## src/rtl/serial_add_ctrl.sv

```systemverilog
// Bit-serial adder: one full adder reused over WIDTH cycles, LSB first.
// A three-state FSM (IDLE/RUN/DONE) sequences the work and pulses done when the result is ready.
module serial_add_fa (
  input  logic a,
  input  logic b,
  input  logic ci,
  output logic s,
  output logic co
);
  assign s  = a ^ b ^ ci;
  assign co = (a & b) | (ci & (a ^ b));
endmodule

module serial_add_ctrl #(
  parameter int WIDTH = 8
) (
  input  logic                       clk,
  input  logic                       rst,
  input  logic                       start,
  input  logic [WIDTH-1:0]           a_in,
  input  logic [WIDTH-1:0]           b_in,
  input  logic                       cin_in,
  output logic                       busy,
  output logic                       done,
  output logic [WIDTH-1:0]           sum_out,
  output logic                       cout_out,
  output logic                       ovf,
  output logic [$clog2(WIDTH)-1:0]   bit_idx
);
  localparam int IW = $clog2(WIDTH);

  typedef enum logic [1:0] {IDLE, RUN, DONE} state_t;
  state_t state, state_nx;

  logic [WIDTH-1:0] a_q, b_q;
  logic             cy;
  logic             fa_s, fa_co;
  logic             last;

  assign last = (bit_idx == IW'(WIDTH-1));

  serial_add_fa u_fa (
    .a  (a_q[bit_idx]),
    .b  (b_q[bit_idx]),
    .ci (cy),
    .s  (fa_s),
    .co (fa_co)
  );

  always_comb begin
    state_nx = state;
    busy     = 1'b0;
    done     = 1'b0;
    unique case (state)
      IDLE: if (start) state_nx = RUN;
      RUN: begin
        busy = 1'b1;
        if (last) state_nx = DONE;
      end
      DONE: begin
        done     = 1'b1;
        state_nx = IDLE;
      end
      default: state_nx = IDLE;
    endcase
  end

  always_ff @(posedge clk) begin
    if (rst) begin
      state    <= IDLE;
      a_q      <= '0;
      b_q      <= '0;
      cy       <= 1'b0;
      bit_idx  <= '0;
      sum_out  <= '0;
      cout_out <= 1'b0;
      ovf      <= 1'b0;
    end else begin
      state <= state_nx;
      unique case (state)
        IDLE: if (start) begin
          a_q      <= a_in;
          b_q      <= b_in;
          cy       <= cin_in;
          bit_idx  <= '0;
          sum_out  <= '0;
          cout_out <= 1'b0;
          ovf      <= 1'b0;
        end
        RUN: begin
          sum_out[bit_idx] <= fa_s;
          cy               <= fa_co;
          if (last) begin
            // cy still holds the carry into the MSB on this edge
            cout_out <= fa_co;
            ovf      <= cy ^ fa_co;
            bit_idx  <= '0;
          end else begin
            bit_idx <= bit_idx + IW'(1);
          end
        end
        default: ;
      endcase
    end
  end
endmodule

```

## config.mk

```make
export PLATFORM = sky130hd
export DESIGN_NAME = serial_add_ctrl
export DESIGN_NICKNAME = d
export VERILOG_FILES = /design/src/rtl/serial_add_ctrl.sv
export SDC_FILE = /design/constraint.sdc
export NUM_CORES = 1
export LEC_CHECK = 0
export CORE_ASPECT_RATIO = 1.4
export CORE_MARGIN = 4
export CORE_UTILIZATION = 56
export CTS_BUF_LIST = sky130_fd_sc_hd__clkbuf_4
export CTS_CLUSTER_DIAMETER = 120
export DETAILED_ROUTE_END_ITERATION = 16
export PLACE_DENSITY = 0.87
export SLEW_MARGIN = 15
export SYNTH_ARGS = -nofsm -noshare
export SYNTH_HDL_FRONTEND = slang
export SYNTH_SLANG_ARGS = --single-unit
```

## constraint.sdc

```tcl
create_clock -name clk -period 3.43 [get_ports clk]
set_input_delay 0.686 -clock clk [delete_from_list [all_inputs] [get_ports clk]]
set_output_delay 0.686 -clock clk [all_outputs]
set_load 0.05 [all_outputs]
```

==> flow_summary.toml, run 1 <==
[clocking]
ctsHtreeMaxLevel = 2
clockBufferDepth = 2
path_clk_slew_ns = 0.10
clkSinkCount = 32
clk_latency_ns = 0.34
hold_buffers = 0
post-cts-setup-buffer-count = 0
clockRootBuffer = "clkbuf_4"
cts_tree = "yes"
cts_resized = 0
cts_buffers = 5

[global_routing]
grt_max_degree = 26
grt_pass1_vias = 1343
grt-ovfl-total = 0
grtUsageTotal_pct = 21.4
antenna_found_initial = 0
grt_pass1_wl_um = 6060

[yosys]
synth_edf_count = 0
async_reset_ff_share_pct = 0
muxShareOfSynthArea_pct = 3.21
synth_warnings = 0
synth_top_area_share_pct = 40.1
synth_common_cells = "nand2_1, dfxtp_1, a21oi_1"
synthDistinctLibCells = 44
synthXorXnorAreaFrac_pct = 0.549
synth.ff_latch_count = 32
yosys.area_share.simple_pct = 24.0
synth_area_leaders = "dfxtp_1, a21oi_1, nand2_1, o32ai_1, buf_2"
netlist_instances = 187
synth.most_common_cell = "nand2_1"
synth_top_family_by_area = "simple AND/OR/NAND/NOR gates"
synth-main-ff-cell = "dfxtp_1"
syn-mean-instance-area_um2 = 8.54
synth-compound-area-share_pct = 20.0
synthAdderAreaFrac_pct = 2.82
seq_area_frac_synth_pct = 40.1
yosys.area.top_type = "dfxtp_1"
syn-num-nets = 210
netlist_area_mm2 = 0.00160

[cells_and_area]
areaGrowthSynthToFinish_pct = 21.6
final_nets = 236
design_area_mm2 = 0.00194
drive_gt1_share_pct = 6.54
diodes = 0

[detailed_routing]
drt-vias-per-instance = 5.75
routed_wl_um = 3560
ant_nets = 0
vias = 1437
drc = 0
drt-pass1-iter-count = 4
wl_per_cell_um = 14.2
initialDrtViolationCount = 44

[timing]
fin_crit_ns = 2.90
slew_headroom_pct = 50.6
setup_tns_ns = 0
worst_pin_slew_ns = 0.739
layout_setup_ws_ns = 0.527
finalClockSkew_ns = 0.00812
rsz0062_at_grt = "false"
setup_viol = 0
period_share_pct = 84.6
finalMaxSlewViolations = 0
finalHoldViolCount = 0
fmax_mhz = 345

[worst_setup_path]
cp-end-kind = "primary output"
cp.required_ns = 2.74
crit_fanout = 17
crit_type = "reg2out"
worstSetupStartpointType = "flop"
arrival_ns = 2.22

[placed_design]
place.gp.congestion = 0.846
dp_hpwl_um = 2630
numPortBuffers = 34
pre_cts_ws_ns = 0.915
placed_cell_area_mm2 = 0.00189

[power_and_ir_drop]
p_sw_w = 0.000210
p_int_w = 0.000528
p_seq_share_pct = 55.3
p_leak_nw = 0.670
netSwitchingFraction_pct = 28.5
pwr_density_cell_mw_per_mm2 = 380
max-vdd-ir-drop_uv = 264
power.share.clock_pct = 29.2
p_comb_share_pct = 15.5

[die]
core-area_mm2 = 0.00267
die-area_mm2 = 0.00378
die_w_um = 53.1
ioPinCount = 35
die_h_um = 71.2
rows = 22
start_util_pct = 59.8

[run]
cap_violations = 0

[hold_path]
min_path_type = "reg2reg"

[status]
status = "complete, no violations"
-- stage by stage --
stage / cells / hold slack [ns] / util [%] / power, W
4_1_cts: 250 / 0.464 / 72.7 / 0.000745
3_5_place_dp: 242 / 0.451 / 70.6 / 0.000531
3_3_place_gp: 242 / 0.446 / 70.6 / 0.000526
2_1_floorplan: 187 / 0.432 / - / 0.000494
6_report: 250 / 0.461 / 72.7 / 0.000739
5_1_grt: 250 / 0.480 / 72.7 / 0.000775
-- power groups by stage --
stage | clock (W) | combinational (W) | sequential (W)
2_1_floorplan | 0 | 0.0000828 | 0.000412
3_3_place_gp | 0 | 0.000110 | 0.000416
3_5_place_dp | 0 | 0.000114 | 0.000417
4_1_cts | 0.000222 | 0.000115 | 0.000408
5_1_grt | 0.000237 | 0.000125 | 0.000412
6_report | 0.000216 | 0.000114 | 0.000409
-- layout by cell type, fill, tap and decap left out, drive strengths merged --
cell type,netlist,routed
nand2,36,36
clkdlybuf4s50,0,34
dfxtp,32,32
a21oi,28,28
inv,12,12
o32ai,8,8
clkbuf,2,6
nand4,5,5
mux2i,4,4
nor2,4,4
nand2b,4,4
a221oi,3,3
a31oi,3,3
nand4bb,3,3
nand4b,3,3
nor2b,2,2
o21ai,2,2
ha,2,2
nor3b,2,2
or3,1,1
o221ai,1,1
mux2,1,1
and4b,1,1
a21boi,1,1
a211o,1,1
o211ai,1,1
or3b,1,1
or4b,1,1
and4bb,1,1
o21bai,1,1
nor4b,1,1
o21a,1,1
xor2,1,1
nand3,1,1
and3,1,1
o22ai,1,1
fa,1,1
clkinv,0,1
clkinvlp,0,1
buf,14,1
-- final cells by class --
class                           instances  area [µm²]
Inverter                               12        45.0
Timing Repair Buffer                   35         348
Fill cell                             221         728
Sequential cell                        32         641
Clock buffer                            6        45.0
Tap cell                               36        45.0
Multi-Input combinational cell        127         807
Clock inverter                          2        11.3
-- cell families after synthesis --
| group | after synthesis |
|---|---|
| fa+ha+maj | 3 |
| simple gates | 67 |
| mux | 5 |
| flops | 32 |
| compound gates | 51 |
| xor+xnor | 1 |
| buf+inv | 28 |
-- worst paths after layout --
kind | startpoint | end | slack, ns | cells past startpoint
setup reg to reg | bit_idx[1]$_SDFFE_PP0P_ | sum_out[4]$_SDFFE_PP0P_ | 0.89 | 6
hold reg to reg | b_q[5]$_SDFFE_PP0P_ | b_q[5]$_SDFFE_PP0P_ | 0.46 | 2
hold / removal | b_q[5]$_SDFFE_PP0P_ | b_q[5]$_SDFFE_PP0P_ | 0.46 | 2
setup / recovery | state[1]$_SDFFE_PP0P_ | done | 0.53 | 3
-- worst max-delay path, stage by stage (launching register included) --
cell	delay (ns)
dfxtp_1	0.70
inv_1	0.19
nor2_1	0.16
clkdlybuf4s50_1	0.82
-- sequential cells by signal, indices dropped and copies added (netlist names) --
name and flops:
cout_out 1, a_q 8, sum_out 8, bit_idx 3
cy 1, state 2, ovf 1, b_q 8
-- metal layers --
layer | track usage [%] | part of all wire (%) | vias up
met1 | 23.9 | 38 | 665
li1 | - | - | 714
met4 | 8.81 | 2.0 | 0
met2 | 36.9 | 54 | 50
met5 | 0 | 0 | -
met3 | 5.89 | 5.8 | 8
Power figures use the tool's default switching activity.
==> run 2: changes to the inputs <==
--- a/config.mk
+++ b/config.mk
@@ -7,11 +7,11 @@
 export LEC_CHECK = 0
 export CORE_ASPECT_RATIO = 1.4
 export CORE_MARGIN = 4
-export CORE_UTILIZATION = 56
+export CORE_UTILIZATION = 52
 export CTS_BUF_LIST = sky130_fd_sc_hd__clkbuf_4
 export CTS_CLUSTER_DIAMETER = 120
 export DETAILED_ROUTE_END_ITERATION = 16
-export PLACE_DENSITY = 0.87
+export PLACE_DENSITY = 0.82
 export SLEW_MARGIN = 15
 export SYNTH_ARGS = -nofsm -noshare
 export SYNTH_HDL_FRONTEND = slang
==> constraint.sdc (replaced) <==
create_clock -name clk -period 2.7 [get_ports clk]
set_input_delay 0.54 -clock clk [delete_from_list [all_inputs] [get_ports clk]]
set_output_delay 0.54 -clock clk [all_outputs]
set_load 0.05 [all_outputs]
==> run 2 against run 1 <==
Net effect:
- combinational power increased by 41%
- setup slack got worse by 0.31 ns
- clock power is 69% higher
- non-clock buffer count rose by 4
- clock skew increased by 0.0031 ns
==> flow_summary.toml, run 2 (synthesis results as in run 1) <==
[detailed_routing]
drt-vias-per-instance = 5.63
drc = 0
ant_nets = 0
vias = 1436
wl_per_cell_um = 13.7
routed_wl_um = 3490
drt-pass1-iter-count = 4
initialDrtViolationCount = 38

[timing]
setup_viol = 0
fmax_mhz = 404
period_share_pct = 91.8
slew_headroom_pct = 59.1
fin_crit_ns = 2.48
holdWs_ns = 0.458
setup_tns_ns = 0
rsz0062_at_grt = "false"
worst_pin_slew_ns = 0.613
finalClockSkew_ns = 0.0112
finalHoldViolCount = 0
finalMaxSlewViolations = 0

[clocking]
cts_resized = 1
clk_latency_ns = 0.33
hold_buffers = 0
clockBufferDepth = 2
post-cts-setup-buffer-count = 0
ctsHtreeMaxLevel = 2
path_clk_slew_ns = 0.10
cts_tree = "yes"
cts_buffers = 5
clkSinkCount = 32
clockRootBuffer = "clkbuf_4"

[worst_setup_path]
worstSetupStartpointType = "flop"
reg2reg_slack_ns = 0.41
cp_cell_sequence = "inv_1 > nor2_1 > clkdlybuf4s50_1"
crit_type = "reg2out"
crit_fanout = 17
worstRegToRegCells = 7
arrival_ns = 1.94
slowest_delay_ns = 0.80
cp.required_ns = 2.16
r2r_end = "sum_out[0]$_SDFFE_PP0P_"
timing.rr.start = "bit_idx[1]$_SDFFE_PP0P_"
crit_path_top_delay_cell = "clkdlybuf4s50_1"
cp-end-kind = "primary output"

[die]
ioPinCount = 35
die_h_um = 73.6
die_w_um = 54.8
die-area_mm2 = 0.00403
core-area_mm2 = 0.00291
start_util_pct = 54.9
rows = 23

[power_and_ir_drop]
max-vdd-ir-drop_uv = 449
p_leak_nw = 0.708
pwr_density_cell_mw_per_mm2 = 517

[status]
status = "complete, no violations"

[placed_design]
dp_hpwl_um = 2580
place.gp.congestion = 0.875
numPortBuffers = 34

[run]
cap_violations = 0

[cells_and_area]
fill_cells = 232
diodes = 0
drive_gt1_share_pct = 9.17
largest_registers = "a_q (8), b_q (8), sum_out (8)"
multi_input_area_um2 = 807
layout_commonest_cell = "nand2_1"
final_cell_mix = "nand2_1, clkdlybuf4s50_1, dfxtp_1, a21oi_1, inv_1"
final-seq-area_um2 = 642
areaGrowthSynthToFinish_pct = 25.2
final_nets = 240

[global_routing]
grt_pass1_wl_um = 5710
antenna_found_initial = 0
grt-ovfl-total = 0
grt_max_degree = 30
grtUsageTotal_pct = 19.5
grt_pass1_vias = 1319

[hold_path]
min_path_type = "reg2reg"
hold_end = "a_q[1]$_SDFFE_PP0P_"
holdPathStages = 2
hp-start = "a_q[1]$_SDFFE_PP0P_"
[run 2: cell types whose count changed in the layout (fill, tap and decap cells not counted)]
cell,before,now
buf_4,1,5
bufinv_16,0,1
clkinv_1,1,0
clkinv_2,0,1
clkinvlp_4,1,0
dfxtp_1,32,31
dfxtp_2,0,1
[run 2: worst max-delay path: cells and delay by family, from the launching register on]
family                 cells  cell delay [ns]
buffers and inverters      2             0.94
DFF                        1             0.54
and+or+nand+nor            1             0.12
[run 2: per-stage QoR]
| stage | power, W | area, µm² | util, % | setup WS (ns) | instances |
|---|---|---|---|---|---|
| 3_5_place_dp | 0.000679 | 1920 | 65.9 | 0.367 | 247 |
| 3_3_place_gp | 0.000672 | 1920 | 65.9 | 0.422 | 247 |
| 4_1_cts | 0.00104 | 2000 | 68.7 | 0.208 | 255 |
| 5_1_grt | 0.00108 | 2000 | 68.7 | 0.104 | 255 |
| 2_1_floorplan | 0.000628 | 1600 | - | 0.206 | 187 |
| 6_report | 0.00103 | 2000 | 68.7 | 0.222 | 255 |
[run 2: worst max path at each step]
stage                     cells past startpoint  slack (ns)               startpoint                 endpoint
after floorplan                               7        0.21  bit_idx[1]$_SDFFE_PP0P_  sum_out[0]$_SDFFE_PP0P_
after global placement                        3        0.42    state[1]$_SDFFE_PP0P_                     done
after detailed placement                      3        0.37    state[1]$_SDFFE_PP0P_                     done
after CTS                                     3        0.21    state[1]$_SDFFE_PP0P_                     done
after global routing                          3        0.10    state[1]$_SDFFE_PP0P_                     done
final                                         3        0.22    state[1]$_SDFFE_PP0P_                     done
[run 2: final cells by class]
cell class                      count  area share [%]
Clock inverter                      2            1.75
Tap cell                           37            2.32
Timing Repair Buffer               39            18.9
Clock buffer                        6            2.25
Inverter                           12            2.25
Multi-Input combinational cell    127            40.4
Sequential cell                    32            32.1
[run 2: power breakdown]
| part | switching, W | total (W) | leakage (nW) | internal [W] |
|---|---|---|---|---|
| Combinational | 0.0000874 | 0.000161 | 0.401 | 0.0000739 |
| Clock | 0.000161 | 0.000365 | 0.0456 | 0.000204 |
| Sequential | 0.0000143 | 0.000506 | 0.262 | 0.000492 |
[run 2: layer usage]
metal | routed length, µm | vias to the layer above | track usage [%]
met5 | 0 | - | 0
met4 | 90 | 0 | 10.2
met3 | 186 | 10 | 5.48
met2 | 1800 | 39 | 32.8
met1 | 1410 | 665 | 21.4
li1 | - | 722 | -
==> run 3: changes to the inputs <==
--- a/config.mk
+++ b/config.mk
@@ -12,6 +12,7 @@
 export CTS_CLUSTER_DIAMETER = 120
 export DETAILED_ROUTE_END_ITERATION = 16
 export PLACE_DENSITY = 0.82
+export RECOVER_POWER = 100
 export SLEW_MARGIN = 15
 export SYNTH_ARGS = -nofsm -noshare
 export SYNTH_HDL_FRONTEND = slang
==> run 3 against run 2 <==
Net effect:
- die area did not move
- cell count unchanged
- setup slack got worse by 0.042 ns
- non-clock buffer count stayed put
- routed wire length increased by 0.29%
- power is essentially flat
- fmax shrank 1.7%
- cell area decreased by 0.13%
==> flow_summary.toml, run 3 (synthesis results as in run 1) <==
[clocking]
post-cts-setup-buffer-count = 0
hold_buffers = 0
clockBufferDepth = 2
cts_tree = "yes"
cts_resized = 1
clockRootBuffer = "clkbuf_4"
cts_buffers = 5
clkSinkCount = 32
ctsHtreeMaxLevel = 2
clk_latency_ns = 0.34
path_clk_slew_ns = 0.10

[global_routing]
grt_pass1_wl_um = 5710
grt-ovfl-total = 0
antenna_found_initial = 0
grt_max_degree = 30
grt_pass1_vias = 1319
grtUsageTotal_pct = 19.5

[timing]
finalClockSkew_ns = 0.0128
finalHoldViolCount = 0
period_share_pct = 93.4
fmax_mhz = 397
holdWs_ns = 0.458
rsz0062_at_grt = "false"
layout_setup_ws_ns = 0.179
setup_viol = 0
slew_headroom_pct = 58.9
fin_crit_ns = 2.52
setup_tns_ns = 0
finalMaxSlewViolations = 0
worst_pin_slew_ns = 0.615

[worst_setup_path]
crit_fanout = 17
cp-end-kind = "primary output"
worstSetupStartpointType = "flop"
crit_type = "reg2out"
arrival_ns = 1.98
cp.required_ns = 2.16

[cells_and_area]
fill_cells = 233
multi_input_area_um2 = 805
final_nets = 240
drive_gt1_share_pct = 8.72
largest_registers = "a_q (8), b_q (8), sum_out (8)"
diodes = 0
final-seq-area_um2 = 642
layout_commonest_cell = "nand2_1"
areaGrowthSynthToFinish_pct = 25.0
final_cell_mix = "nand2_1, dfxtp_1, a21oi_1, clkdlybuf4s50_1, dlygate4sd3_1"
utilization_pct = 68.7

[die]
rows = 23
die_h_um = 73.6
start_util_pct = 54.9
die_w_um = 54.8
ioPinCount = 35
die-area_mm2 = 0.00403
core-area_mm2 = 0.00291

[placed_design]
place.gp.congestion = 0.875
numPortBuffers = 34
pre_cts_ws_ns = 0.367
dp_hpwl_um = 2580

[detailed_routing]
wl_per_cell_um = 13.7
routed_wl_um = 3500
drt-vias-per-instance = 5.63
drc = 0
initialDrtViolationCount = 22
ant_nets = 0
drt-pass1-iter-count = 4
vias = 1435

[power_and_ir_drop]
p_leak_nw = 0.755
max-vdd-ir-drop_uv = 449
pwr_density_cell_mw_per_mm2 = 517

[run]
cap_violations = 0

[hold_path]
min_path_type = "reg2reg"

[status]
status = "complete, no violations"
-- run 3: cell types whose count changed in the layout (fill, tap and decap cells not counted) --
cell / previous run / this run
clkdlybuf4s50_1: 34 / 19
or3b_1: 0 / 1
dlygate4sd3_1: 0 / 15
or3b_4: 1 / 0
-- run 3: layout make-up --
type	count	area share (%)
sequential	32	32.2
clock inverter	2	1.76
timing repair buffer	39	18.9
tap	37	2.32
clock buffer	6	2.26
multi-input combinational	127	40.3
inverter	12	2.26
-- run 3: worst max-delay path: stages (launching register included) --
cell,delay (ns)
dfxtp_1,0.48
buf_4,0.27
dlygate4sd3_1,0.90
-- run 3: routing by layer --
| layer | track usage (%) | wire, µm | share of wire [%] | vias up |
|---|---|---|---|---|
| met2 | 32.8 | 1820 | 52 | 42 |
| met4 | 10.2 | 91 | 2.6 | 0 |
| met5 | 0 | 0 | 0 | - |
| met1 | 21.4 | 1390 | 40 | 660 |
| met3 | 5.48 | 195 | 5.6 | 10 |
| li1 | - | - | - | 723 |
-- run 3: through the flow --
stage	total power, W	instances	instance area (µm²)
6_report	0.00103	255	2000
5_1_grt	0.00107	255	2000
4_1_cts	0.00104	255	2000
3_3_place_gp	0.000672	247	1920
3_5_place_dp	0.000679	247	1920
2_1_floorplan	0.000628	187	1600
-- run 3: path summary, 6_finish.rpt --
kind                            from                 endpoint  slack [ns]  cells past startpoint
min reg2reg      a_q[1]$_SDFFE_PP0P_      a_q[1]$_SDFFE_PP0P_        0.46                      2
min              a_q[1]$_SDFFE_PP0P_      a_q[1]$_SDFFE_PP0P_        0.46                      2
max reg2reg  bit_idx[1]$_SDFFE_PP0P_  sum_out[0]$_SDFFE_PP0P_        0.42                      7
max          bit_idx[1]$_SDFFE_PP0P_               bit_idx[1]        0.18                      2
-- run 3: power breakdown --
group / leakage (nW) / switching, W / internal [W] / total (W)
clock: 0.0456 / 0.000164 / 0.000204 / 0.000368
sequential: 0.262 / 0.0000142 / 0.000492 / 0.000506
combinational: 0.448 / 0.0000873 / 0.0000711 / 0.000158
total: 0.755 / 0.000265 / 0.000767 / 0.00103
